**config.mk**
```make
export PLATFORM = sky130hd
export DESIGN_NAME = mux_scan_ctrl_flat
export DESIGN_NICKNAME = d
export VERILOG_FILES = /design/src/rtl/mux_scan_pkg.sv /design/src/rtl/mux_scan_ctrl_if.sv /design/src/rtl/mux_scan_ctrl.sv /design/src/flat_wrapper.sv
export SDC_FILE = /design/constraint.sdc
export NUM_CORES = 1
export LEC_CHECK = 0
export CORE_ASPECT_RATIO = 1.5
export CORE_MARGIN = 5
export CORE_UTILIZATION = 47
export CTS_CLUSTER_DIAMETER = 200
export DETAILED_ROUTE_END_ITERATION = 16
export PLACE_DENSITY = 0.79
export SLEW_MARGIN = 30
export SYNTH_ARGS = -nofsm -noshare
export SYNTH_HDL_FRONTEND = slang
export SYNTH_SLANG_ARGS = --single-unit
```
**constraint.sdc**
```tcl
create_clock -name clk -period 2.2 [get_ports clk]
set_clock_uncertainty 0.05 [all_clocks]
set_input_delay 0.33 -clock clk [delete_from_list [all_inputs] [get_ports clk]]
set_output_delay 0.33 -clock clk [all_outputs]
set_load 0.03 [all_outputs]
```
**src/rtl/mux_scan_pkg.sv**
```systemverilog
// Shared types and helpers for the 16:1 mux scan sequencer.
// Imported by the controller and its handshake interface users.
package mux_scan_pkg;

  typedef enum logic [1:0] {
    IDLE  = 2'd0,
    SCAN  = 2'd1,
    CHECK = 2'd2
  } state_t;

  localparam int SCAN_STEPS = 16;

  // Step k must address flat bit k of {d,c,b,a}:
  // sel[1:0] picks the bus, sel[3:2] the bit.
  function automatic logic [3:0] sel_swizzle(
    input logic [3:0] step
  );
    return {step[1:0], step[3:2]};
  endfunction

endpackage

```
**src/rtl/mux_scan_ctrl_if.sv**
```systemverilog
// Valid/ready word handshake into the mux scan sequencer.
// Master drives the word, slave returns ready.
interface mux_scan_ctrl_if;

  logic        in_valid;
  logic        in_ready;
  logic [15:0] in_data;

  modport master (
    output in_valid,
    output in_data,
    input  in_ready
  );

  modport slave (
    input  in_valid,
    input  in_data,
    output in_ready
  );

endinterface

```
**src/rtl/mux_scan_ctrl.sv**
```systemverilog
// Sequencer that loads a word onto the mux buses, sweeps sel,
// reads the mux output back and flags any loopback mismatch.
module mux_scan_ctrl
  import mux_scan_pkg::*;
#(
  parameter int DWELL = 1
) (
  input  logic        clk,
  input  logic        rst_n,
  mux_scan_ctrl_if.slave up,
  output logic [3:0]  a,
  output logic [3:0]  b,
  output logic [3:0]  c,
  output logic [3:0]  d,
  output logic [3:0]  sel,
  input  logic        mux_out,
  output logic        bit_strobe,
  output logic [15:0] rx_word,
  output logic        busy,
  output logic        done,
  output logic        err
);

  localparam int DW =
    (DWELL > 1) ? $clog2(DWELL) : 1;
  localparam logic [DW-1:0] DLAST =
    DW'(DWELL - 1);
  localparam logic [3:0] SLAST =
    4'(SCAN_STEPS - 1);

  state_t        state;
  logic [3:0]    step;
  logic [DW-1:0] dwell;
  logic          last_dw;

  assign last_dw     = (dwell == DLAST);
  assign up.in_ready = (state == IDLE);
  assign busy        = (state != IDLE);
  assign done        = (state == CHECK);
  // High for the cycle whose closing edge samples mux_out.
  assign bit_strobe  = (state == SCAN) && last_dw;

  always_ff @(posedge clk or negedge rst_n) begin
    if (!rst_n) begin
      state   <= IDLE;
      a       <= '0;
      b       <= '0;
      c       <= '0;
      d       <= '0;
      sel     <= '0;
      rx_word <= '0;
      step    <= '0;
      dwell   <= '0;
      err     <= 1'b0;
    end else begin
      unique case (state)
        IDLE: begin
          if (up.in_valid) begin
            {d, c, b, a} <= up.in_data;
            rx_word      <= '0;
            err          <= 1'b0;
            step         <= '0;
            dwell        <= '0;
            sel          <= sel_swizzle(4'd0);
            state        <= SCAN;
          end
        end
        SCAN: begin
          if (last_dw) begin
            rx_word[step] <= mux_out;
            dwell         <= '0;
            if (step == SLAST) begin
              step  <= '0;
              state <= CHECK;
            end else begin
              step <= step + 4'd1;
              sel  <= sel_swizzle(step + 4'd1);
            end
          end else begin
            dwell <= dwell + 1'b1;
          end
        end
        CHECK: begin
          err   <= (rx_word != {d, c, b, a});
          state <= IDLE;
        end
        default: state <= IDLE;
      endcase
    end
  end

endmodule
```
**src/flat_wrapper.sv**
```systemverilog
// flat-port wrapper written by rule: the top's interface ports become plain ports
module mux_scan_ctrl_flat import mux_scan_pkg::*;
#(
  parameter int DWELL = 1
)
  (clk, rst_n, a, b, c, d, sel, mux_out, bit_strobe, rx_word, busy, done, err, up_in_valid, up_in_data, up_in_ready);
  mux_scan_ctrl_if up_i ();
  input  logic clk;
  input  logic rst_n;
  output logic [3:0] a;
  output logic [3:0] b;
  output logic [3:0] c;
  output logic [3:0] d;
  output logic [3:0] sel;
  input  logic mux_out;
  output logic bit_strobe;
  output logic [15:0] rx_word;
  output logic busy;
  output logic done;
  output logic err;
  input wire logic [$bits(up_i.in_valid)-1:0] up_in_valid;
  input wire logic [$bits(up_i.in_data)-1:0] up_in_data;
  output wire logic [$bits(up_i.in_ready)-1:0] up_in_ready;
  assign up_i.in_valid = up_in_valid;
  assign up_i.in_data = up_in_data;
  assign up_in_ready = up_i.in_ready;
  mux_scan_ctrl #(.DWELL(DWELL)) u_core (.clk(clk), .rst_n(rst_n), .up(up_i), .a(a), .b(b), .c(c), .d(d), .sel(sel), .mux_out(mux_out), .bit_strobe(bit_strobe), .rx_word(rx_word), .busy(busy), .done(done), .err(err));
endmodule
```
==> results_tabular.tex, run 1 <==
\begin{tabular}{lr}
\hline
Metric & Value \\
\hline
\multicolumn{2}{l}{\textbf{Status}} \\
Run status & finished, final reports clean \\
\multicolumn{2}{l}{\textbf{Place}} \\
Final weighted congestion in routability-driven placement & 0.858 \\
Number of placed cells counting well taps & 291 \\
Buffers on Ports & 60 \\
Post-DP HPWL & 3.58 mm \\
\multicolumn{2}{l}{\textbf{Setup path}} \\
Number of cells on the worst reg-to-reg path & 6 \\
Startpoint kind of the worst setup timing path & register \\
Critical-path top delay cell & clkdlybuf4s50\_1 \\
Biggest fanout along the worst timing path & 5 \\
Setup Crit Path Kind & register to output port \\
Delay of the slowest cell on the worst path & 680 ps \\
Cell-by-cell trace of the critical path & and2b\_1 -> clkdlybuf4s50\_1 \\
Worst path required time & approximately 1800 ps \\
Reg-to-reg startpoint & u\_core.state[1] \\
Reg2reg setup slack & 510 ps \\
Crit. End Element & output port \\
Arr. time, crit path & 1640 ps \\
Critical register-to-register path endpoint & u\_core.step[0] \\
\multicolumn{2}{l}{\textbf{Finish}} \\
Leading cell types in the layout, fill and taps excluded & clkdlybuf4s50\_1, dfrtp\_1, nand2\_1 \\
Count of inserted antenna diode cells & 0 \\
Finished Layout Cells & 297 \\
P\&R area growth vs syn & 33.0\% \\
Fraction of layout instances using a drive strength above 1 & 13.3\% \\
Number of nets in the final layout & 274 \\
Commonest non-fill, non-tap cell in the layout & clkdlybuf4s50\_1 \\
\multicolumn{2}{l}{\textbf{Synth}} \\
Post-synthesis area per instance & between 10 and 15 µm² \\
Dominant combinational cell family by area after synthesis & simple AND/OR/NAND/NOR gates \\
Post-synth top area share & 50.5\% \\
Distinct cell type count after synthesis & 35 \\
Sequential element share of the synthesized area & between 50\% and 60\% \\
Multiplexer area fraction after synthesis & 10.5\% \\
Synthesized netlist cell count & approximately 190 \\
Dominant cell type by area after synthesis & dfrtp\_1 \\
Share of synthesized cell area in and, or, nand and nor gates & 15.6\% \\
Synth Area in Compound Gates & 9.17\% \\
Largest cells by area after synthesis & dfrtp\_1, xnor2\_1, mux2\_4 \\
Area of the mapped netlist & 0.00213 mm² \\
Syn\_nets & 213 \\
Post-synthesis register bit count & 43 \\
Warnings, synthesis & 0 \\
Xor and xnor area share after synthesis & 6.99\% \\
Adder-Cell Fraction of Synth Area & 2.35\% \\
\multicolumn{2}{l}{\textbf{Clock tree}} \\
CTS clock-pin slew for the worst setup and hold paths & about 70 ps \\
Total of cells resized after clock tree synthesis & 0 \\
Sinks on Clock Net & between 40 and 50 \\
Largest buffer count on any clock path & 2 \\
Maximum level of the CTS H-tree & 2 \\
Insertion delay of the later-clocked pin in the worst-skew pair & 290 ps \\
Hold buffer count at cts & 0 \\
TritonCTS clock tree & yes \\
Post-CTS setup-driven buffer insertion count & 0 \\
Total CTS buffers & 5 \\
Root cell of the clock tree & clkbuf\_8 \\
\multicolumn{2}{l}{\textbf{Drt}} \\
Total number of vias & 1,664 \\
DRC viols & 0 \\
Number of design-rule violations left by the first detailed-router iteration & 43 \\
Number of vias per cell & 5.60 \\
Final wirelength & 4.91 mm \\
DR WL/cell & 16.5 µm \\
Antenna-violating nets left & 0 \\
First-pass iteration count of the detailed router & 4 \\
\multicolumn{2}{l}{\textbf{Global routing}} \\
Total gr overflow & 0 \\
Antenna violations before repair & 0 \\
Global router's overall resource usage & 18.1\% \\
Global-route wire length before repair & approximately 8.4 mm \\
Pin count of the biggest net entering global routing & 44 \\
Number of global-route vias before repair & 1,638 \\
\multicolumn{2}{l}{\textbf{Power and ir drop}} \\
Total leakage power & 1.25 nW \\
Power Dens Cells & 1610 mW/mm² \\
Maximum VDD drop & about 0.93 mV \\
\multicolumn{2}{l}{\textbf{Flow run}} \\
Max-capacitance violation count & 0 \\
\multicolumn{2}{l}{\textbf{Die}} \\
I/O Pins & 61 \\
Starting utilization of the core area & 47.7\% \\
Area enclosed by the die boundary & 0.00600 mm² \\
Die span in y & 92.4 µm \\
Die Span X & 65.0 µm \\
Placeable core region & 0.00447 mm² \\
Number of placement rows & 30 \\
\multicolumn{2}{l}{\textbf{Timing}} \\
Final critical-path share of the clock period & 91.9\% \\
Final setup violation count & 0 \\
Worst relative slew slack & 63.3\% \\
Shortest clock period the worst path allows after layout & $\sim$2000 ps \\
Pin slew with the least headroom to its limit & 548 ps \\
Count of final hold-check violations & 0 \\
Unrepaired setup endpoints after global routing & false \\
Final setup TNS & 0 ps \\
Pins over their slew limit & 0 \\
F\_max & 0.495 GHz \\
\multicolumn{2}{l}{\textbf{Min path}} \\
Hold Crit Class & primary input to async pin \\
\hline
\end{tabular}
[cell usage after synthesis, drive strengths merged]
master / n
clkbuf: 3
xnor2: 17
a21oi: 3
nor2: 5
a21o: 2
buf: 9
and2: 1
o211ai: 11
inv: 5
a31oi: 2
mux2i: 1
or3b: 1
nand2: 25
mux2: 16
a21boi: 1
o311ai: 4
nand3: 3
ha: 4
nor2b: 2
nand2b: 3
nand3b: 2
nor4: 1
nor3: 2
dfrtp: 43
o21ai: 2
and2b: 1
a31o: 2
nand4: 18
[worst max-delay path by stage]
stage	cells past startpoint	to	slack [ps]	from
after floorplan	6	u_core.step[0]	590	u_core.step[0]
after global placement	5	u_core.step[0]	350	up_in_valid
after detailed placement	5	u_core.step[0]	300	up_in_valid
after CTS	2	done	170	u_core.state[0]
after global routing	3	bit_strobe	110	u_core.state[1]
final	2	done	180	u_core.state[0]
[critical path, delay by kind of cell, from the launching register on]
family | cells | cell delay (ps)
buf+inv | 1 | 680
simple gates | 1 | 250
flops | 1 | 420
[final cells by class]
class                   instances  area, µm²
clock buffers                   6       72.6
fillers                       355       1640
inverters                       5       18.8
multi-input cells             129        951
flip-flops and latches         43       1080
well taps                      48       60.1
repair buffers                 66        653
[sequential cells by signal (all words and copies together), names as in the netlist]
signal	count
u_core.a	4
u_core.b	4
u_core.err	1
u_core.step	4
u_core.d	4
u_core.rx_word	16
u_core.c	4
u_core.sel	4
u_core.state	2
[cells by family after synthesis]
kind of cell | Yosys count
simple gates | 64
fa+ha+maj | 4
buf+inv | 17
compound gates | 27
xor+xnor | 17
flops | 43
mux | 17
[power breakdown]
part	leakage [nW]	total, W	switching (W)	internal, W
Combinational	0.671	0.00261	0.00140	0.00121
Clock	0.0371	0.000443	0.000231	0.000211
Sequential	0.541	0.00150	0.000362	0.00114
[per-layer routing]
layer | wire (µm) | GRT usage [%] | up-vias
li1 | - | - | 793
met1 | 1940 | 21.8 | 816
met2 | 2650 | 31.3 | 50
met3 | 242 | 4.25 | 5
met4 | 75 | 5.82 | 0
met5 | 0 | 0 | -
[through the flow]
step	setup slack [ps]	util, %	hold WS (ps)	instance area, µm²	power (W)
after floorplan	589	-	-15.6	2130	0.00317
after global placement	349	61.8	387	2760	0.00410
after detailed placement	300	61.8	383	2760	0.00414
after CTS	168	63.4	68.4	2830	0.00461
after global routing	113	63.4	89.4	2830	0.00488
final	178	63.4	49.6	2830	0.00456
(Power assumes the default switching activity.)
==> run 2: changes to the inputs <==
--- a/config.mk
+++ b/config.mk
@@ -10,6 +10,7 @@
 export CORE_UTILIZATION = 47
 export CTS_CLUSTER_DIAMETER = 200
 export DETAILED_ROUTE_END_ITERATION = 16
+export HOLD_SLACK_MARGIN = 0.05
 export PLACE_DENSITY = 0.79
 export SLEW_MARGIN = 30
 export SYNTH_ARGS = -nofsm -noshare
==> results of run 2 <==
Same layout as run 1: the final DEF is identical, and so are final timing and power.
==> run 3: changes to the inputs <==
--- a/config.mk
+++ b/config.mk
@@ -7,11 +7,12 @@
 export LEC_CHECK = 0
 export CORE_ASPECT_RATIO = 1.5
 export CORE_MARGIN = 5
-export CORE_UTILIZATION = 47
+export CORE_UTILIZATION = 49
+export CTS_BUF_LIST = sky130_fd_sc_hd__clkbuf_8
 export CTS_CLUSTER_DIAMETER = 200
 export DETAILED_ROUTE_END_ITERATION = 16
 export HOLD_SLACK_MARGIN = 0.05
-export PLACE_DENSITY = 0.79
+export PLACE_DENSITY = 0.82
 export SLEW_MARGIN = 30
 export SYNTH_ARGS = -nofsm -noshare
 export SYNTH_HDL_FRONTEND = slang
==> results_tabular.tex, run 3 (same netlist as run 1, synthesis figures left out) <==
\begin{tabular}{lr}
\hline
Metric & Value \\
\hline
\multicolumn{2}{l}{\textbf{Power and ir drop}} \\
Clock network fraction of design power & 10.4\% (was 9.7\%) \\
Total leakage power & 1.26 nW (was 1.25 nW) \\
P\_int & 0.00255 W (was 0.00256 W) \\
Sequential power share & 32.8\% (was 32.9\%) \\
Fraction of power spent switching nets & 44.7\% (was 43.9\%) \\
Power Dens Cells & 1630 mW/mm² (was 1610 mW/mm²) \\
Combinational cell fraction of total power & 56.8\% (was 57.4\%) \\
Maximum VDD drop & 1.19 mV (was 0.934 mV) \\
Net load switching power & 0.00206 W (was 0.00200 W) \\
\multicolumn{2}{l}{\textbf{Die}} \\
Area enclosed by the die boundary & 0.00579 mm² (was 0.00600 mm²) \\
Die Span X & 63.8 µm (was 65.0 µm) \\
Die span in y & 90.7 µm (was 92.4 µm) \\
Number of placement rows & 29 (was 30) \\
Placeable core region & 0.00421 mm² (was 0.00447 mm²) \\
I/O Pins & 61 (unchanged) \\
Starting utilization of the core area & 50.6\% (was 47.7\%) \\
\multicolumn{2}{l}{\textbf{Setup path}} \\
Worst path required time & 1820 ps (about the same) \\
Biggest fanout along the worst timing path & 5 (unchanged) \\
Crit. End Element & output port (unchanged) \\
Startpoint kind of the worst setup timing path & register (unchanged) \\
Arr. time, crit path & 1640 ps (about the same) \\
Setup Crit Path Kind & register to output port (unchanged) \\
\multicolumn{2}{l}{\textbf{Timing}} \\
Unrepaired setup endpoints after global routing & false (unchanged) \\
Pins over their slew limit & 0 (unchanged) \\
Final setup violation count & 0 (unchanged) \\
Hold\_ws & 35.4 ps (was 49.6 ps) \\
Count of final hold-check violations & 0 (unchanged) \\
Worst setup slack after layout & 175 ps (was 178 ps) \\
Shortest clock period the worst path allows after layout & 2020 ps (about the same) \\
Final setup TNS & 0 ps (unchanged) \\
Final critical-path share of the clock period & 92.0\% (was 91.9\%) \\
Worst relative slew slack & 62.0\% (was 63.3\%) \\
F\_max & 0.494 GHz (was 0.495 GHz) \\
Pin slew with the least headroom to its limit & 568 ps (was 548 ps) \\
\multicolumn{2}{l}{\textbf{Global routing}} \\
Number of global-route vias before repair & 1,739 (was 1,638) \\
Global router's overall resource usage & 18.9\% (was 18.1\%) \\
Total gr overflow & 0 (unchanged) \\
Antenna violations before repair & 0 (unchanged) \\
Pin count of the biggest net entering global routing & 44 (unchanged) \\
Global-route wire length before repair & 8.72 mm (was 8.36 mm) \\
\multicolumn{2}{l}{\textbf{Clock tree}} \\
Total CTS buffers & 5 (unchanged) \\
Largest buffer count on any clock path & 2 (unchanged) \\
CTS clock-pin slew for the worst setup and hold paths & 80 ps (was 70 ps) \\
Root cell of the clock tree & clkbuf\_8 (unchanged) \\
Hold buffer count at cts & 0 (unchanged) \\
TritonCTS clock tree & yes (unchanged) \\
Total of cells resized after clock tree synthesis & 0 (unchanged) \\
Post-CTS setup-driven buffer insertion count & 0 (unchanged) \\
Insertion delay of the later-clocked pin in the worst-skew pair & 300 ps (was 290 ps) \\
Sinks on Clock Net & 43 (unchanged) \\
Maximum level of the CTS H-tree & 2 (unchanged) \\
\multicolumn{2}{l}{\textbf{Place}} \\
Pre-CTS setup slack & 244 ps (was 300 ps) \\
Number of placed cells counting well taps & 290 (was 291) \\
Buffers on Ports & 60 (unchanged) \\
Post-DP HPWL & 3.93 mm (was 3.58 mm) \\
Final weighted congestion in routability-driven placement & 0.873 (was 0.858) \\
\multicolumn{2}{l}{\textbf{Finish}} \\
Count of inserted antenna diode cells & 0 (unchanged) \\
Post-layout utilization of the core & 67.3\% (was 63.4\%) \\
Commonest non-fill, non-tap cell in the layout & clkdlybuf4s50\_1 (unchanged) \\
Fraction of layout instances using a drive strength above 1 & 13.9\% (was 13.3\%) \\
Leading cell types in the layout, fill and taps excluded & clkdlybuf4s50\_1, dfrtp\_1, nand2\_1 (unchanged) \\
Finished Layout Cells & 298 (was 297) \\
P\&R area growth vs syn & 33.0\% (about the same) \\
Number of nets in the final layout & 275 (was 274) \\
Register with the highest flop count & u\_core.rx\_word (unchanged) \\
Max FFs per register & 16 (unchanged) \\
\multicolumn{2}{l}{\textbf{Status}} \\
Run status & finished, final reports clean (unchanged) \\
\multicolumn{2}{l}{\textbf{Drt}} \\
DR WL/cell & 17.5 µm (was 16.5 µm) \\
First-pass iteration count of the detailed router & 4 (unchanged) \\
Antenna-violating nets left & 0 (unchanged) \\
Number of design-rule violations left by the first detailed-router iteration & 69 (was 43) \\
Number of vias per cell & 5.63 (was 5.60) \\
Total number of vias & 1,678 (was 1,664) \\
Final wirelength & 5.22 mm (was 4.91 mm) \\
DRC viols & 0 (unchanged) \\
\multicolumn{2}{l}{\textbf{Min path}} \\
Hold Crit Class & primary input to async pin (unchanged) \\
\multicolumn{2}{l}{\textbf{Flow run}} \\
Max-capacitance violation count & 0 (unchanged) \\
\hline
\end{tabular}
==> run 3: layer usage <==
| layer | vias to the layer above | GRT usage [%] | share of wire, % |
|---|---|---|---|
| met5 | - | 0 | 0 |
| met4 | 0 | 6.41 | 2.3 |
| met3 | 12 | 4.73 | 4.8 |
| met2 | 41 | 33.3 | 55 |
| met1 | 828 | 21.8 | 38 |
| li1 | 797 | - | - |
==> run 3: layout make-up <==
type	count	area (µm²)
clock buffers	5	68.8
clock inverters	3	12.5
fillers	334	1380
inverters	5	18.8
multi-input cells	129	951
flip-flops and latches	43	1080
well taps	46	57.6
repair buffers	67	648
==> run 3: through the flow <==
stage / total power (W) / area [µm²]
5_1_grt: 0.00489 / 2830
6_report: 0.00462 / 2830
2_1_floorplan: 0.00317 / 2130
4_1_cts: 0.00465 / 2830
3_5_place_dp: 0.00416 / 2750
3_3_place_gp: 0.00409 / 2750
==> run 3: path summary, 6_finish.rpt <==
path	startpoint	end	slack, ps	cells past startpoint
hold reg to reg	u_core.sel[3]	u_core.sel[3]	450	2
hold / removal	rst_n	u_core.a[1]	40	2
max in group asynchronous	rst_n	u_core.b[3]	1690	2
setup reg to reg	u_core.step[0]	u_core.step[0]	550	5
setup / recovery	u_core.state[0]	done	180	2
min in group clk	u_core.sel[3]	u_core.sel[3]	450	2
==> run 3: power groups by stage <==
| stage | clock network (W) | registers (W) | logic (W) |
|---|---|---|---|
| 6_report | 0.000481 | 0.00152 | 0.00262 |
| 5_1_grt | 0.000510 | 0.00158 | 0.00280 |
| 4_1_cts | 0.000487 | 0.00152 | 0.00264 |
| 3_5_place_dp | 0 | 0.00153 | 0.00264 |
| 3_3_place_gp | 0 | 0.00152 | 0.00257 |
| 2_1_floorplan | 0 | 0.00203 | 0.00114 |
==> run 3: worst max-delay path, stage by stage, from the launching register on <==
cell,delay (ps)
dfrtp_1,420
and2b_1,240
clkdlybuf4s50_1,690
